`config.mk`:
```
export PLATFORM = sky130hd
export DESIGN_NAME = pipe_fetch_flat
export DESIGN_NICKNAME = d
export VERILOG_FILES = /design/src/rtl/pipe_pkg.sv /design/src/rtl/pipe_fetch_if.sv /design/src/rtl/pipe_skid_buf.sv /design/src/rtl/pipe_fetch.sv /design/src/flat_wrapper.sv
export SDC_FILE = /design/constraint.sdc
export NUM_CORES = 1
export LEC_CHECK = 0
export CORE_UTILIZATION = 25
export DETAILED_ROUTE_END_ITERATION = 10
export HOLD_SLACK_MARGIN = 0.05
export SLEW_MARGIN = 15
export SYNTH_ARGS = -nofsm -noshare
export SYNTH_HDL_FRONTEND = slang
export SYNTH_HIERARCHICAL = 1
export SYNTH_SLANG_ARGS = --single-unit
```
`constraint.sdc`:
```
create_clock -name clk_i -period 3.8 [get_ports clk_i]
set_clock_uncertainty 0.05 [all_clocks]
set_input_delay 0.38 -clock clk_i [delete_from_list [all_inputs] [get_ports clk_i]]
set_output_delay 0.38 -clock clk_i [all_outputs]
set_load 0.05 [all_outputs]
```
`src/rtl/pipe_pkg.sv`:
```
// pipe_pkg: shared types and constants for the fetch stage and the controller.
//  fetch_state_t : fetch FSM encoding
//  NOP_INSTR     : canonical RV32 NOP (addi x0, x0, 0) shown in IF/ID when empty
//  OPC_*         : base opcode field values used by decode/control
package pipe_pkg;

    typedef enum logic [1:0] {
        S_RESET = 2'd0,
        S_REQ   = 2'd1,
        S_WAIT  = 2'd2,
        S_HOLD  = 2'd3
    } fetch_state_t;

    localparam int unsigned INSTR_W   = 32;
    localparam int unsigned OPCODE_W  = 7;
    localparam int unsigned REG_IDX_W = 5;

    localparam logic [INSTR_W-1:0] NOP_INSTR = 32'h0000_0013;

    localparam logic [OPCODE_W-1:0] OPC_LOAD   = 7'b000_0011;
    localparam logic [OPCODE_W-1:0] OPC_OP_IMM = 7'b001_0011;
    localparam logic [OPCODE_W-1:0] OPC_AUIPC  = 7'b001_0111;
    localparam logic [OPCODE_W-1:0] OPC_STORE  = 7'b010_0011;
    localparam logic [OPCODE_W-1:0] OPC_OP     = 7'b011_0011;
    localparam logic [OPCODE_W-1:0] OPC_LUI    = 7'b011_0111;
    localparam logic [OPCODE_W-1:0] OPC_BRANCH = 7'b110_0011;
    localparam logic [OPCODE_W-1:0] OPC_JALR   = 7'b110_0111;
    localparam logic [OPCODE_W-1:0] OPC_JAL    = 7'b110_1111;
    localparam logic [OPCODE_W-1:0] OPC_SYSTEM = 7'b111_0011;

    // Opcode field of a 32-bit instruction word.
    function automatic logic [OPCODE_W-1:0] instr_opcode(input logic [INSTR_W-1:0] instr);
        return instr[OPCODE_W-1:0];
    endfunction

endpackage : pipe_pkg

```
`src/rtl/pipe_fetch_if.sv`:
```
// pipe_fetch_if: instruction-memory request/response bus.
//  imem_req_o    : fetch request strobe (one cycle per request)
//  imem_addr_o   : word-aligned fetch address
//  imem_rvalid_i : response valid, one or more cycles after the request
//  imem_rdata_i  : fetched instruction word
// master = fetch stage, slave = instruction memory.
interface pipe_fetch_if #(
    parameter int unsigned X_LEN = 32
);
    logic             imem_req_o;
    logic [X_LEN-1:0] imem_addr_o;
    logic             imem_rvalid_i;
    logic [X_LEN-1:0] imem_rdata_i;

    modport master (
        output imem_req_o,
        output imem_addr_o,
        input  imem_rvalid_i,
        input  imem_rdata_i
    );

    modport slave (
        input  imem_req_o,
        input  imem_addr_o,
        output imem_rvalid_i,
        output imem_rdata_i
    );
endinterface : pipe_fetch_if

```
`src/rtl/pipe_skid_buf.sv`:
```
// pipe_skid_buf: one-entry data+valid holding register.
//  clk_i, rst_i : clock, asynchronous active-high reset
//  i_load       : capture i_data and mark the entry full
//  i_clear      : empty the entry (wins over i_load)
//  i_data       : word to capture
//  o_valid      : entry is full
//  o_data       : held word
module pipe_skid_buf #(
    parameter int unsigned W = 32
) (
    input  logic         clk_i,
    input  logic         rst_i,
    input  logic         i_load,
    input  logic         i_clear,
    input  logic [W-1:0] i_data,
    output logic         o_valid,
    output logic [W-1:0] o_data
);

    logic         r_valid;
    logic [W-1:0] r_data;

    // Entry register; clear takes priority so a redirect always flushes.
    always_ff @(posedge clk_i or posedge rst_i) begin
        if (rst_i) begin
            r_valid <= 1'b0;
            r_data  <= '0;
        end else if (i_clear) begin
            r_valid <= 1'b0;
        end else if (i_load) begin
            r_valid <= 1'b1;
            r_data  <= i_data;
        end
    end

    assign o_valid = r_valid;
    assign o_data  = r_data;

endmodule : pipe_skid_buf

```
`src/rtl/pipe_fetch.sv`:
```
// pipe_fetch: instruction fetch stage with integrated IF/ID register.
//  clk_i, rst_i   : clock, asynchronous active-high reset
//  imem           : instruction-memory bus (master side), single outstanding request
//  redirect_i     : taken branch/jump from EX; redirect_pc_i is the target
//  stall_i        : decode cannot accept, IF/ID holds
//  valid_o        : IF/ID holds a live instruction
//  instr_o, pc_o  : IF/ID instruction (NOP when empty) and its PC
//  rs1/rs2/rd_addr_o : register index fields of instr_o
module pipe_fetch
    import pipe_pkg::*;
#(
    parameter int unsigned      X_LEN    = 32,
    parameter logic [X_LEN-1:0] RESET_PC = '0
) (
    input  logic                 clk_i,
    input  logic                 rst_i,
    pipe_fetch_if.master         imem,
    input  logic                 redirect_i,
    input  logic [X_LEN-1:0]     redirect_pc_i,
    input  logic                 stall_i,
    output logic                 valid_o,
    output logic [X_LEN-1:0]     instr_o,
    output logic [X_LEN-1:0]     pc_o,
    output logic [REG_IDX_W-1:0] rs1_addr_o,
    output logic [REG_IDX_W-1:0] rs2_addr_o,
    output logic [REG_IDX_W-1:0] rd_addr_o
);

    localparam logic [X_LEN-1:0] PC_STEP    = X_LEN'(4);
    localparam logic [X_LEN-1:0] ALIGN_MASK = ~X_LEN'(3);
    localparam logic [X_LEN-1:0] RESET_PC_A = RESET_PC & ALIGN_MASK;
    localparam logic [X_LEN-1:0] NOP_WORD   = X_LEN'(NOP_INSTR);

    fetch_state_t     r_state;
    logic [X_LEN-1:0] r_pc;
    logic             r_drop;
    logic             r_valid;
    logic [X_LEN-1:0] r_instr;
    logic [X_LEN-1:0] r_pc_out;
    logic             r_imem_req;
    logic [X_LEN-1:0] r_imem_addr;

    fetch_state_t     w_state_nxt;
    logic [X_LEN-1:0] w_pc_nxt;
    logic             w_drop_nxt;
    logic             w_valid_nxt;
    logic [X_LEN-1:0] w_instr_nxt;
    logic [X_LEN-1:0] w_pc_out_nxt;
    logic             w_load;
    logic [X_LEN-1:0] w_load_data;
    logic             w_skid_load;
    logic             w_skid_clear;
    logic             w_skid_valid;
    logic [X_LEN-1:0] w_skid_data;
    logic             w_ifid_free;
    logic [X_LEN-1:0] w_pc_inc;
    logic [X_LEN-1:0] w_redir_pc;

    assign w_ifid_free = !r_valid || !stall_i;
    assign w_pc_inc    = r_pc + PC_STEP;   // wraps modulo 2^X_LEN
    assign w_redir_pc  = redirect_pc_i & ALIGN_MASK;

    // Holds a returned word while IF/ID is stalled.
    pipe_skid_buf #(
        .W (X_LEN)
    ) u_skid (
        .clk_i   (clk_i),
        .rst_i   (rst_i),
        .i_load  (w_skid_load),
        .i_clear (w_skid_clear),
        .i_data  (imem.imem_rdata_i),
        .o_valid (w_skid_valid),
        .o_data  (w_skid_data)
    );

    // Next-state, PC, drop flag and IF/ID update.
    always_comb begin
        w_state_nxt  = r_state;
        w_pc_nxt     = r_pc;
        w_drop_nxt   = r_drop;
        w_load       = 1'b0;
        w_load_data  = imem.imem_rdata_i;
        w_skid_load  = 1'b0;
        w_skid_clear = 1'b0;
        w_valid_nxt  = r_valid;
        w_instr_nxt  = r_instr;
        w_pc_out_nxt = r_pc_out;

        unique case (r_state)
            S_RESET: w_state_nxt = S_REQ;
            S_REQ:   w_state_nxt = S_WAIT;
            S_WAIT: begin
                if (imem.imem_rvalid_i) begin
                    if (r_drop) begin
                        // Response to a fetch made before a redirect.
                        w_drop_nxt  = 1'b0;
                        w_state_nxt = S_REQ;
                    end else if (w_ifid_free) begin
                        w_load      = 1'b1;
                        w_pc_nxt    = w_pc_inc;
                        w_state_nxt = S_REQ;
                    end else begin
                        w_skid_load = 1'b1;
                        w_state_nxt = S_HOLD;
                    end
                end
            end
            S_HOLD: begin
                if (!stall_i && w_skid_valid) begin
                    w_load       = 1'b1;
                    w_load_data  = w_skid_data;
                    w_pc_nxt     = w_pc_inc;
                    w_skid_clear = 1'b1;
                    w_state_nxt  = S_REQ;
                end
            end
            default: w_state_nxt = S_RESET;
        endcase

        // Redirect overrides stall and response handling.
        if (redirect_i) begin
            w_pc_nxt     = w_redir_pc;
            w_load       = 1'b0;
            w_skid_load  = 1'b0;
            w_skid_clear = 1'b1;
            unique case (r_state)
                S_WAIT: begin
                    if (imem.imem_rvalid_i) begin
                        w_drop_nxt  = 1'b0;
                        w_state_nxt = S_REQ;
                    end else begin
                        w_drop_nxt  = 1'b1;
                        w_state_nxt = S_WAIT;
                    end
                end
                S_REQ: begin
                    // The request for the old PC is already on the bus.
                    w_drop_nxt  = 1'b1;
                    w_state_nxt = S_WAIT;
                end
                default: begin
                    w_drop_nxt  = 1'b0;
                    w_state_nxt = S_REQ;
                end
            endcase
            w_valid_nxt = 1'b0;
            w_instr_nxt = NOP_WORD;
        end else if (w_load) begin
            w_valid_nxt  = 1'b1;
            w_instr_nxt  = w_load_data;
            w_pc_out_nxt = r_pc;
        end else if (!stall_i) begin
            // Bubble: decode consumed IF/ID and nothing new arrived.
            w_valid_nxt = 1'b0;
            w_instr_nxt = NOP_WORD;
        end
    end

    // State, PC and IF/ID registers; the request strobe is registered from the next state.
    always_ff @(posedge clk_i or posedge rst_i) begin
        if (rst_i) begin
            r_state     <= S_RESET;
            r_pc        <= RESET_PC_A;
            r_drop      <= 1'b0;
            r_valid     <= 1'b0;
            r_instr     <= NOP_WORD;
            r_pc_out    <= '0;
            r_imem_req  <= 1'b0;
            r_imem_addr <= RESET_PC_A;
        end else begin
            r_state     <= w_state_nxt;
            r_pc        <= w_pc_nxt;
            r_drop      <= w_drop_nxt;
            r_valid     <= w_valid_nxt;
            r_instr     <= w_instr_nxt;
            r_pc_out    <= w_pc_out_nxt;
            r_imem_req  <= (w_state_nxt == S_REQ);
            r_imem_addr <= w_pc_nxt;
        end
    end

    assign imem.imem_req_o  = r_imem_req;
    assign imem.imem_addr_o = r_imem_addr;

    assign valid_o    = r_valid;
    assign instr_o    = r_instr;
    assign pc_o       = r_pc_out;
    assign rs1_addr_o = r_instr[19:15];
    assign rs2_addr_o = r_instr[24:20];
    assign rd_addr_o  = r_instr[11:7];

endmodule : pipe_fetch
```
`src/flat_wrapper.sv`:
```
// flat-port wrapper written by rule: the top's interface ports become plain ports
module pipe_fetch_flat import pipe_pkg::*;
#(
    parameter int unsigned      X_LEN    = 32,
    parameter logic [X_LEN-1:0] RESET_PC = '0
)
  (clk_i, rst_i, redirect_i, redirect_pc_i, stall_i, valid_o, instr_o, pc_o, rs1_addr_o, rs2_addr_o, rd_addr_o, imem_imem_req_o, imem_imem_addr_o, imem_imem_rvalid_i, imem_imem_rdata_i);
  pipe_fetch_if #(.X_LEN(X_LEN)) imem_i ();
  input  logic clk_i;
  input  logic rst_i;
  input  logic redirect_i;
  input  logic [X_LEN-1:0] redirect_pc_i;
  input  logic stall_i;
  output logic valid_o;
  output logic [X_LEN-1:0] instr_o;
  output logic [X_LEN-1:0] pc_o;
  output logic [REG_IDX_W-1:0] rs1_addr_o;
  output logic [REG_IDX_W-1:0] rs2_addr_o;
  output logic [REG_IDX_W-1:0] rd_addr_o;
  output wire logic [$bits(imem_i.imem_req_o)-1:0] imem_imem_req_o;
  output wire logic [$bits(imem_i.imem_addr_o)-1:0] imem_imem_addr_o;
  input wire logic [$bits(imem_i.imem_rvalid_i)-1:0] imem_imem_rvalid_i;
  input wire logic [$bits(imem_i.imem_rdata_i)-1:0] imem_imem_rdata_i;
  assign imem_imem_req_o = imem_i.imem_req_o;
  assign imem_imem_addr_o = imem_i.imem_addr_o;
  assign imem_i.imem_rvalid_i = imem_imem_rvalid_i;
  assign imem_i.imem_rdata_i = imem_imem_rdata_i;
  pipe_fetch #(.X_LEN(X_LEN), .RESET_PC(RESET_PC)) u_core (.clk_i(clk_i), .rst_i(rst_i), .imem(imem_i), .redirect_i(redirect_i), .redirect_pc_i(redirect_pc_i), .stall_i(stall_i), .valid_o(valid_o), .instr_o(instr_o), .pc_o(pc_o), .rs1_addr_o(rs1_addr_o), .rs2_addr_o(rs2_addr_o), .rd_addr_o(rd_addr_o));
endmodule
```
Word level (Yosys, flattened, before mapping)
Cells that the tools add are included.
{"block": "word_totals", "wordCells": 75, "out_inout_bits": 113, "reg_bits": 134, "input_bits": 69}
{"block": "op_classes", "n_addsub": 1, "bitwise": 2, "reduce_logical": 13, "mux": 41, "eq_ne": 9}
{"operator": "$mux W32", "n": 10}
{"operator": "$pmux W32 S2", "n": 1}
{"operator": "$add A32 B3 Y32 const B", "n": 1}
{"operator": "$mux W1", "n": 20}
{"operator": "$mux W2", "n": 6}
{"operator": "$ne A3 B2 Y1 const B", "n": 3}
{"operator": "$pmux W2 S4", "n": 1}
{"operator": "$ne A3 B3 Y1 const B", "n": 2}
{"operator": "$reduce_and A2 Y1", "n": 3}
{"operator": "$reduce_bool A2 Y1", "n": 3}
{"operator": "$reduce_and A5 Y1", "n": 1}
{"operator": "$eq A2 B1 Y1 const B", "n": 2}
{"operator": "$eq A2 B2 Y1 const B", "n": 2}
{"operator": "$pmux W1 S2", "n": 2}
{"operator": "$pmux W2 S2", "n": 1}
{"operator": "$reduce_bool A3 Y1", "n": 1}
{"operator": "$logic_not A1 Y1", "n": 2}
{"operator": "$logic_not A2 Y1", "n": 1}
{"operator": "$not A1 Y1", "n": 2}
{"operator": "$logic_and A1 B1 Y1", "n": 1}
{"operator": "$logic_or A1 B1 Y1", "n": 1}

Depth between registers and ports, before layout
Gate-level depths: netlist of the first run.
{"block": "depth", "ltp_word": 9, "depth_mapped": 9, "ltp_nobuf": 7}

Hierarchy
Netlist of the first run, hierarchy kept.
{"module": "pipe_fetch", "cells_per_inst": 542, "n_inst": 1, "area_per_inst_um2": 4907.2}
{"module": "pipe_skid_buf", "cells_per_inst": 73, "n_inst": 1, "area_per_inst_um2": 1395.1}

Least setup slack after synthesis of the first run
OpenSTA, ideal clock, no wires.
{"block": "synth_path", "path_type": "flip-flop to flip-flop", "startpoint": "register, netlist name u_core/imem.imem_addr_o[4]", "endpoint": "register u_core.r_imem_addr[25], in the netlist u_core/imem.imem_addr_o[25]", "path_buffers": 1, "setup_time_ps": 82, "path_slack_ps": 1236, "arrival_time_ps": 2432, "period_less_slack_ps": 2564, "path_stages_with_launch": 7, "cell_sequence": "dfrtp_1 -> and4_1 -> nand4_1 -> or3_1 -> buf_2 -> or4_1 -> a31oi_1"}
{"element": "end signal: assignment", "line": "pipe_fetch.sv:178", "source": "r_imem_addr <= w_pc_nxt;"}
{"element": "end: declaration", "line": "pipe_fetch.sv:41", "source": "logic [X_LEN-1:0] r_imem_addr;"}

Final worst setup path of the first run
{"block": "layout_path", "startpoint": "register u_core.r_state[0]", "endpoint": "register u_core.r_imem_addr[25], in the netlist u_core/imem.imem_addr_o[25]"}
{"block": "layout_via", "elab_chain_cells": 3, "word_cells_on_any_way": 10, "classes_between": "6 x eq/ne; 2 x mux; 2 x reduce/logical"}
{"element": "start: declaration", "line": "pipe_fetch.sv:34", "source": "fetch_state_t r_state;"}
{"element": "start signal: assignment", "line": "pipe_fetch.sv:171", "source": "r_state <= w_state_nxt;"}
{"element": "$eq A2 B2 Y1", "line": "pipe_fetch.sv:89", "source": "unique case (r_state)"}
{"element": "$ne A3 B3 Y1 (no line) (tied with other cells)"}
{"element": "$reduce_and A5 Y1 (no line) or $mux W32 (tied branches)"}
Parallel ways exist; a longest one is shown, timed or not.
A chain may end at the register's enable or synchronous reset.

==> flow_summary_export.csv, run 1 <==
group,metric,value,unit
finish,fillers,2522,
sta,worstMarginPinSlew,0.914,ns
synth,yosysTopAreaCellShare,50.4,%
global_routing,grt_max_degree,67,
finish,final_layout_size_suffix_gt1_share,10.9,%
die,num_io_pins,182,
finish,multi_input_area,0.00272,sq mm
sta,setup_ws,1.03,ns
global_routing,met2_usage,21.7,%
cts,cts_tree,"yes",
finish,seq_area,0.00326,sq mm
synth,ys_seq_area_share,51.7,%
global_routing,grt_pass1_wl,27900,um
global_routing,antenna_found_initial,0,
power,p_leak,3.79,nW
finish,synthToLayoutAreaGrowth,40.8,%
sta,hold_ws,0.155,ns
cts,cts_setup_buffers,0,
placement,place.gp.congestion,0.748,
die,die_x,161,um
sta,fmax,0.360,GHz
synth,synthArstFlopShare,100,%
global_routing,use_met3,5.71,%
global_routing,grt.total_usage,14.0,%
global_routing,gr-total-overflow,0,
synth,synth_edf_count,0,
cts,cts-htree-levels,4,
sta,period_share,73.0,%
worst_setup_path,r2r_setup_slack,1.03,ns
cts,hold_buffers,0,
cts,clkTransAtPathRegs,0.06,ns
run_status,status,"complete, no violations",
sta,fin_crit,2.77,ns
route,viasPerCell,4.45,
finish,utilization,36.2,%
placement,placedInstanceArea,0.00825,sq mm
worst_setup_path,critPathKind,"flip-flop to flip-flop",
sta,rsz0062_at_grt,"false",
die,die_y,161,um
worst_setup_path,r2r-start,"u_core/r_state[0]",
synth,synth_most_common_cell,"nand2_1",
sta,slew_viol_final,0,
route,drc,0,
job,max_cap_violations,0,
route,wirelength,17600,um
placement,dp_hpwl,12000,um
worst_setup_path,crit_arrival,3.07,ns
worst_setup_path,cp-start-kind,"flip-flop",
sta,hold_viol_final,0,
cts,cts_buffer_depth,2,
cts,cts-resized-gates,0,
finish,diodes,0,
worst_setup_path,worstPathRequired,4.09,ns
placement,place_ws,0.869,ns
synth,ys_types,50,
route,route.vias.total,4940,
sta,setup_viol_count_final,0,
die,start_util,25.7,%
synth,ys_top_cells_by_count,"nand2_1 (164), dfrtp_1 (127), o21ai_0 (58)",
global_routing,met1_usage,18.1,%
route,drt_iter0_markers,235,
synth,yosys_register_bits,130,
synth,yosysWarnings,6,
global_routing,grt_pass1_vias,5048,
power,max-vdd-ir-drop,371,uV
die,dieArea,0.0258,sq mm
cts,clk_latency,0.42,ns
synth,synth_cells,615,
synth,avgSynthCellArea,10.2,sq um
min_path,hold_class,"primary input to async pin",
placement,portBuffers,175,
route,ant_nets,0,
synth,synth_flop_cell,"dfrtp_1",
worst_setup_path,critPathMaxFanout,10,
synth,synth_area_leaders,"dfrtp_1 (50%), nand2_1 (9.8%), mux2_4 (7.1%), mux2i_1 (5.1%), o21ai_0 (4.6%)",
finish,layout.nets,848,
worst_setup_path,r2r-end,"u_core/imem.imem_addr_o[25]",
cts,cts_made_buffers,17,
die,rows,57,
global_routing,busiest_layer,"met2",
die,core_area,0.0245,sq mm
worst_setup_path,crit_path_end_kind,"flip-flop",
finish,fin_area,0.00887,sq mm
power,power_density,611,mW/mm^2
sta,slew-limit-headroom,39.1,%
route,firstDrtPassIters,4,
cts,root_buffer,"clkbuf_16",
synth,netlist_area,0.00630,sq mm
sta,setup_tns,0,ns
route,wl_per_cell,15.8,um
worst_setup_path,reg2regPathDepth,7,
synth,yosys.area.top_type,"dfrtp_1",
cts,cts_sinks,130,
[per-layer routing]
layer | wire [um] | share of wire, % | vias to the layer above
met5 | 0 | 0 | -
met4 | 179 | 1.0 | 0
met3 | 1470 | 8.3 | 14
met2 | 7770 | 44 | 173
met1 | 8190 | 47 | 2360
li1 | - | - | 2393
[per-stage QoR]
stage          power (mW)  cells
6_report             5.42   1111
3_5_place_dp         3.70   1079
2_1_floorplan        3.02    618
5_1_grt              5.70   1111
3_3_place_gp         3.68   1079
4_1_cts              5.50   1111
[critical path, stage by stage (launching register included)]
cell and delay, ns:
dfrtp_1 0.41, inv_1 0.11, ha_1 0.31, nand2b_1 0.15, a211o_1 0.45, or3_1 0.51
or4_1 0.54, a31oi_1 0.17
[how the worst max path moves through the flow]
| stage | slack [ns] | startpoint | to |
|---|---|---|---|
| 6_report | 1.03 | u_core/r_state[0] | u_core/imem.imem_addr_o[25] |
| 3_5_place_dp | 0.87 | stall_i | u_core/imem.imem_addr_o[25] |
| 3_3_place_gp | 0.88 | stall_i | u_core/imem.imem_addr_o[31] |
| 5_1_grt | 0.80 | u_core/r_state[0] | u_core/imem.imem_addr_o[25] |
| 4_1_cts | 1.02 | u_core/r_state[0] | u_core/imem.imem_addr_o[25] |
| 2_1_floorplan | 0.84 | rst_i | u_core/imem.imem_addr_o[10] |
[state kept, by name, summed over array words and instances (netlist names)]
name,flops
u_core/r_state,2
u_core/instr_o,32
u_core/u_skid/o_data,32
u_core/u_skid/o_valid,1
u_core/pc_o,30
u_core/imem.imem_addr_o,30
u_core/valid_o,1
u_core/imem.imem_req_o,1
u_core/r_drop,1
[power by group]
part	switching [mW]	total (mW)	internal (mW)
registers	0.181	1.81	1.63
clock network	0.641	1.76	1.12
logic	1.24	1.86	0.618
total	2.06	5.42	3.36
[cells by family (layout without fill, tap and decap cells)]
family | Yosys count | in the layout | share of synthesized area (%)
simple gates | 252 | 252 | 18.5
flops | 130 | 130 | 51.7
compound gates | 84 | 84 | 7.52
mux | 64 | 64 | 12.6
buf+inv | 57 | 226 | 5.56
xor+xnor | 22 | 22 | 3.06
fa+ha+maj | 5 | 5 | 0.993
other cells | 1 | 4 | 0.0595
[area by class of cell]
cell class                      instances  area share, %
Sequential cell                       130           36.7
Inverter                                7          0.324
Timing Repair Buffer                  187           20.7
Clock buffer                           19           4.99
Clock inverter                         13           2.07
Multi-Input combinational cell        431           30.6
Tap cell                              324           4.57
[layout by cell type, fill, tap and decap left out, drive strengths merged, types with 4 or more instances in the layout]
cell type,Yosys,layout
a31oi,7,7
and3,6,6
and4,6,6
buf,26,13
bufinv,0,4
clkbuf,24,19
clkdlybuf4s50,0,174
clkinv,0,8
conb,1,4
dfrtp,127,127
ha,5,5
inv,7,8
mux2,32,32
mux2i,32,32
nand2,164,164
nand2b,4,4
nand3,12,12
nand4,7,7
nor2,17,17
nor2b,7,7
nor4,11,11
o21ai,59,59
xnor2,16,16
xor2,6,6
Note: power is estimated with default switching activity, not from simulation.
==> run 2, diff against run 1 <==
==> constraint.sdc (replaced) <==
create_clock -name clk_i -period 2.6 [get_ports clk_i]
set_clock_uncertainty 0.05 [all_clocks]
set_input_delay 0.26 -clock clk_i [delete_from_list [all_inputs] [get_ports clk_i]]
set_output_delay 0.26 -clock clk_i [all_outputs]
set_load 0.05 [all_outputs]
==> run 2 against run 1 <==
Compared with the run above:
- combinational power up 50%
- global-route usage up 0.26 points
- power up 43%
- cell count up 1.2%
- count of clock-buffer cells in the layout up 2
- sequential share of layout area down 0.44 points
- wire length up 1.8%
- critical path depth down 1
- clock power up 35%
==> flow_summary_export.csv, run 2 (synthesis results as in run 1) <==
group,metric,value,unit
run_status,status,"complete, no violations",
sta,setup_tns,0,ns
die,core_area,0.0245,sq mm
sta,slew-limit-headroom,57.3,%
cts,root_buffer,"clkbuf_16",
sta,rsz0062_at_grt,"false",
sta,period_share,92.1,%
route,top_layer,"met4",
route,wirelength,17900,um
cts,clk_latency,0.42,ns
finish,fin_cells,1124,
cts,cts_buffer_depth,2,
placement,place_inst,1093,
finish,fillers,2477,
global_routing,antenna_found_initial,0,
die,num_io_pins,182,
route,viasPerCell,4.49,
min_path,hold_class,"primary input to async pin",
cts,clkTransAtPathRegs,0.06,ns
job,max_cap_violations,0,
worst_setup_path,crit_path_end_kind,"flip-flop",
cts,cts-htree-levels,4,
finish,final_layout_size_suffix_gt1_share,12.4,%
worst_setup_path,crit_arrival,2.68,ns
worst_setup_path,r2r-end,"u_core/imem.imem_addr_o[31]",
power,p_sw_share,38.3,%
global_routing,grt.total_usage,14.3,%
worst_setup_path,reg2regPathDepth,6,
worst_setup_path,critPathKind,"flip-flop to flip-flop",
route,drc,0,
global_routing,grt_max_degree,56,
sta,fin_crit,2.40,ns
worst_setup_path,worstPathRequired,2.88,ns
route,met1Wirelength,8230,um
route,wl_met2,8060,um
die,die_x,161,um
power,p_int,4.80,mW
cts,cts_setup_buffers,0,
sta,hold_viol_final,0,
route,route.vias.total,5045,
cts,cts_sinks,130,
global_routing,grt_pass1_vias,5131,
placement,portBuffers,175,
power,power_density,865,mW/mm^2
power,power.sequential.fraction,33.7,%
finish,layout.nets,862,
global_routing,grt_pass1_wl,28600,um
placement,place.gp.congestion,0.748,
finish,synthToLayoutAreaGrowth,42.5,%
sta,fmax,0.418,GHz
power,p_clk_share,30.5,%
die,dieArea,0.0258,sq mm
global_routing,gr-total-overflow,0,
die,rows,57,
route,wl_met3,1450,um
sta,setup_viol_count_final,0,
power,p_sw,2.98,mW
cts,cts-resized-gates,0,
route,drt_iter0_markers,223,
finish,diodes,0,
power,p_leak,3.85,nW
cts,hold_buffers,0,
power,max-vdd-ir-drop,553,uV
worst_setup_path,r2r-start,"u_core/r_state[0]",
die,start_util,25.7,%
worst_setup_path,r2r_setup_slack,0.20,ns
placement,dp_hpwl,12400,um
sta,slew_viol_final,0,
route,wl_per_cell,15.9,um
cts,cts_tree,"yes",
power,pwr-share-comb,35.8,%
worst_setup_path,cp-start-kind,"flip-flop",
finish,layout_commonest_cell,"clkdlybuf4s50_1",
worst_setup_path,critPathMaxFanout,6,
route,ant_nets,0,
finish,final_cell_mix,"clkdlybuf4s50_1 (174), nand2_1 (164), dfrtp_1 (127)",
cts,cts_made_buffers,17,
die,die_y,161,um
route,firstDrtPassIters,4,
sta,worstMarginPinSlew,0.639,ns
worst_setup_path,cp-startpoint,"u_core/r_state[0]",
-- run 2: cell count changes in the layout (fill, tap and decap cells not counted) --
cell        change
clkinv_2        +1
inv_6           -1
bufinv_16       -2
inv_4           -1
buf_4          +10
clkinvlp_4      +3
clkbuf_8        +2
clkinv_4        -3
buf_12          +4
-- run 2: power by group through the flow --
stage                     sequential (mW)  clock [mW]  combinational [mW]
after floorplan                      3.70           0               0.704
after global placement               2.65           0                2.79
after detailed placement             2.66           0                2.80
after CTS                            2.63        2.45                2.82
after global routing                 2.67        2.53                2.95
final                                2.62        2.37                2.79
-- run 2: through the flow --
stage | power, mW | utilization (%) | setup WS (ns) | hold slack (ns) | area [sq um]
global route | 8.15 | 36.6 | 0.0885 | 0.220 | 8980
detailed placement | 5.46 | 34.3 | 0.206 | 0.413 | 8400
global placement | 5.43 | 34.3 | 0.214 | 0.408 | 8400
floorplan | 4.41 | - | 0.0360 | 0.324 | 6320
finish | 7.77 | 36.6 | 0.205 | 0.193 | 8980
CTS | 7.89 | 36.6 | 0.192 | 0.190 | 8980
-- run 2: worst max-delay path, cell delays in order, from the launching register on --
cell	delay, ns
dfrtp_1	0.41
ha_1	0.30
nand2b_1	0.20
a211o_1	0.30
or3_1	0.35
or4_1	0.52
a31oi_1	0.18
-- run 2: area by class of cell --
type                       count  area [sq um]  area share (%)
timing repair buffer         201          1990            22.2
inverter                       7          30.0           0.334
tap                          324           405            4.51
clock buffer                  21           470            5.24
sequential                   130          3260            36.3
multi-input combinational    431          2720            30.3
clock inverter                10           109            1.21
-- run 2: how the worst max path moves through the flow --
| stage | endpoint | cells past startpoint |
|---|---|---|
| after floorplan | u_core/imem.imem_addr_o[25] | 6 |
| after global placement | u_core/imem.imem_addr_o[31] | 6 |
| after detailed placement | u_core/imem.imem_addr_o[31] | 6 |
| after CTS | u_core/imem.imem_addr_o[31] | 6 |
| after global routing | u_core/pc_o[15] | 9 |
| final | u_core/imem.imem_addr_o[31] | 6 |
-- run 2: per-layer routing --
layer  global-route usage (%)  vias to the layer above
met5                        0                        -
met4                     3.47                        0
met3                     5.76                       17
met2                     22.5                      169
met1                     18.2                     2436
li1                         -                     2423
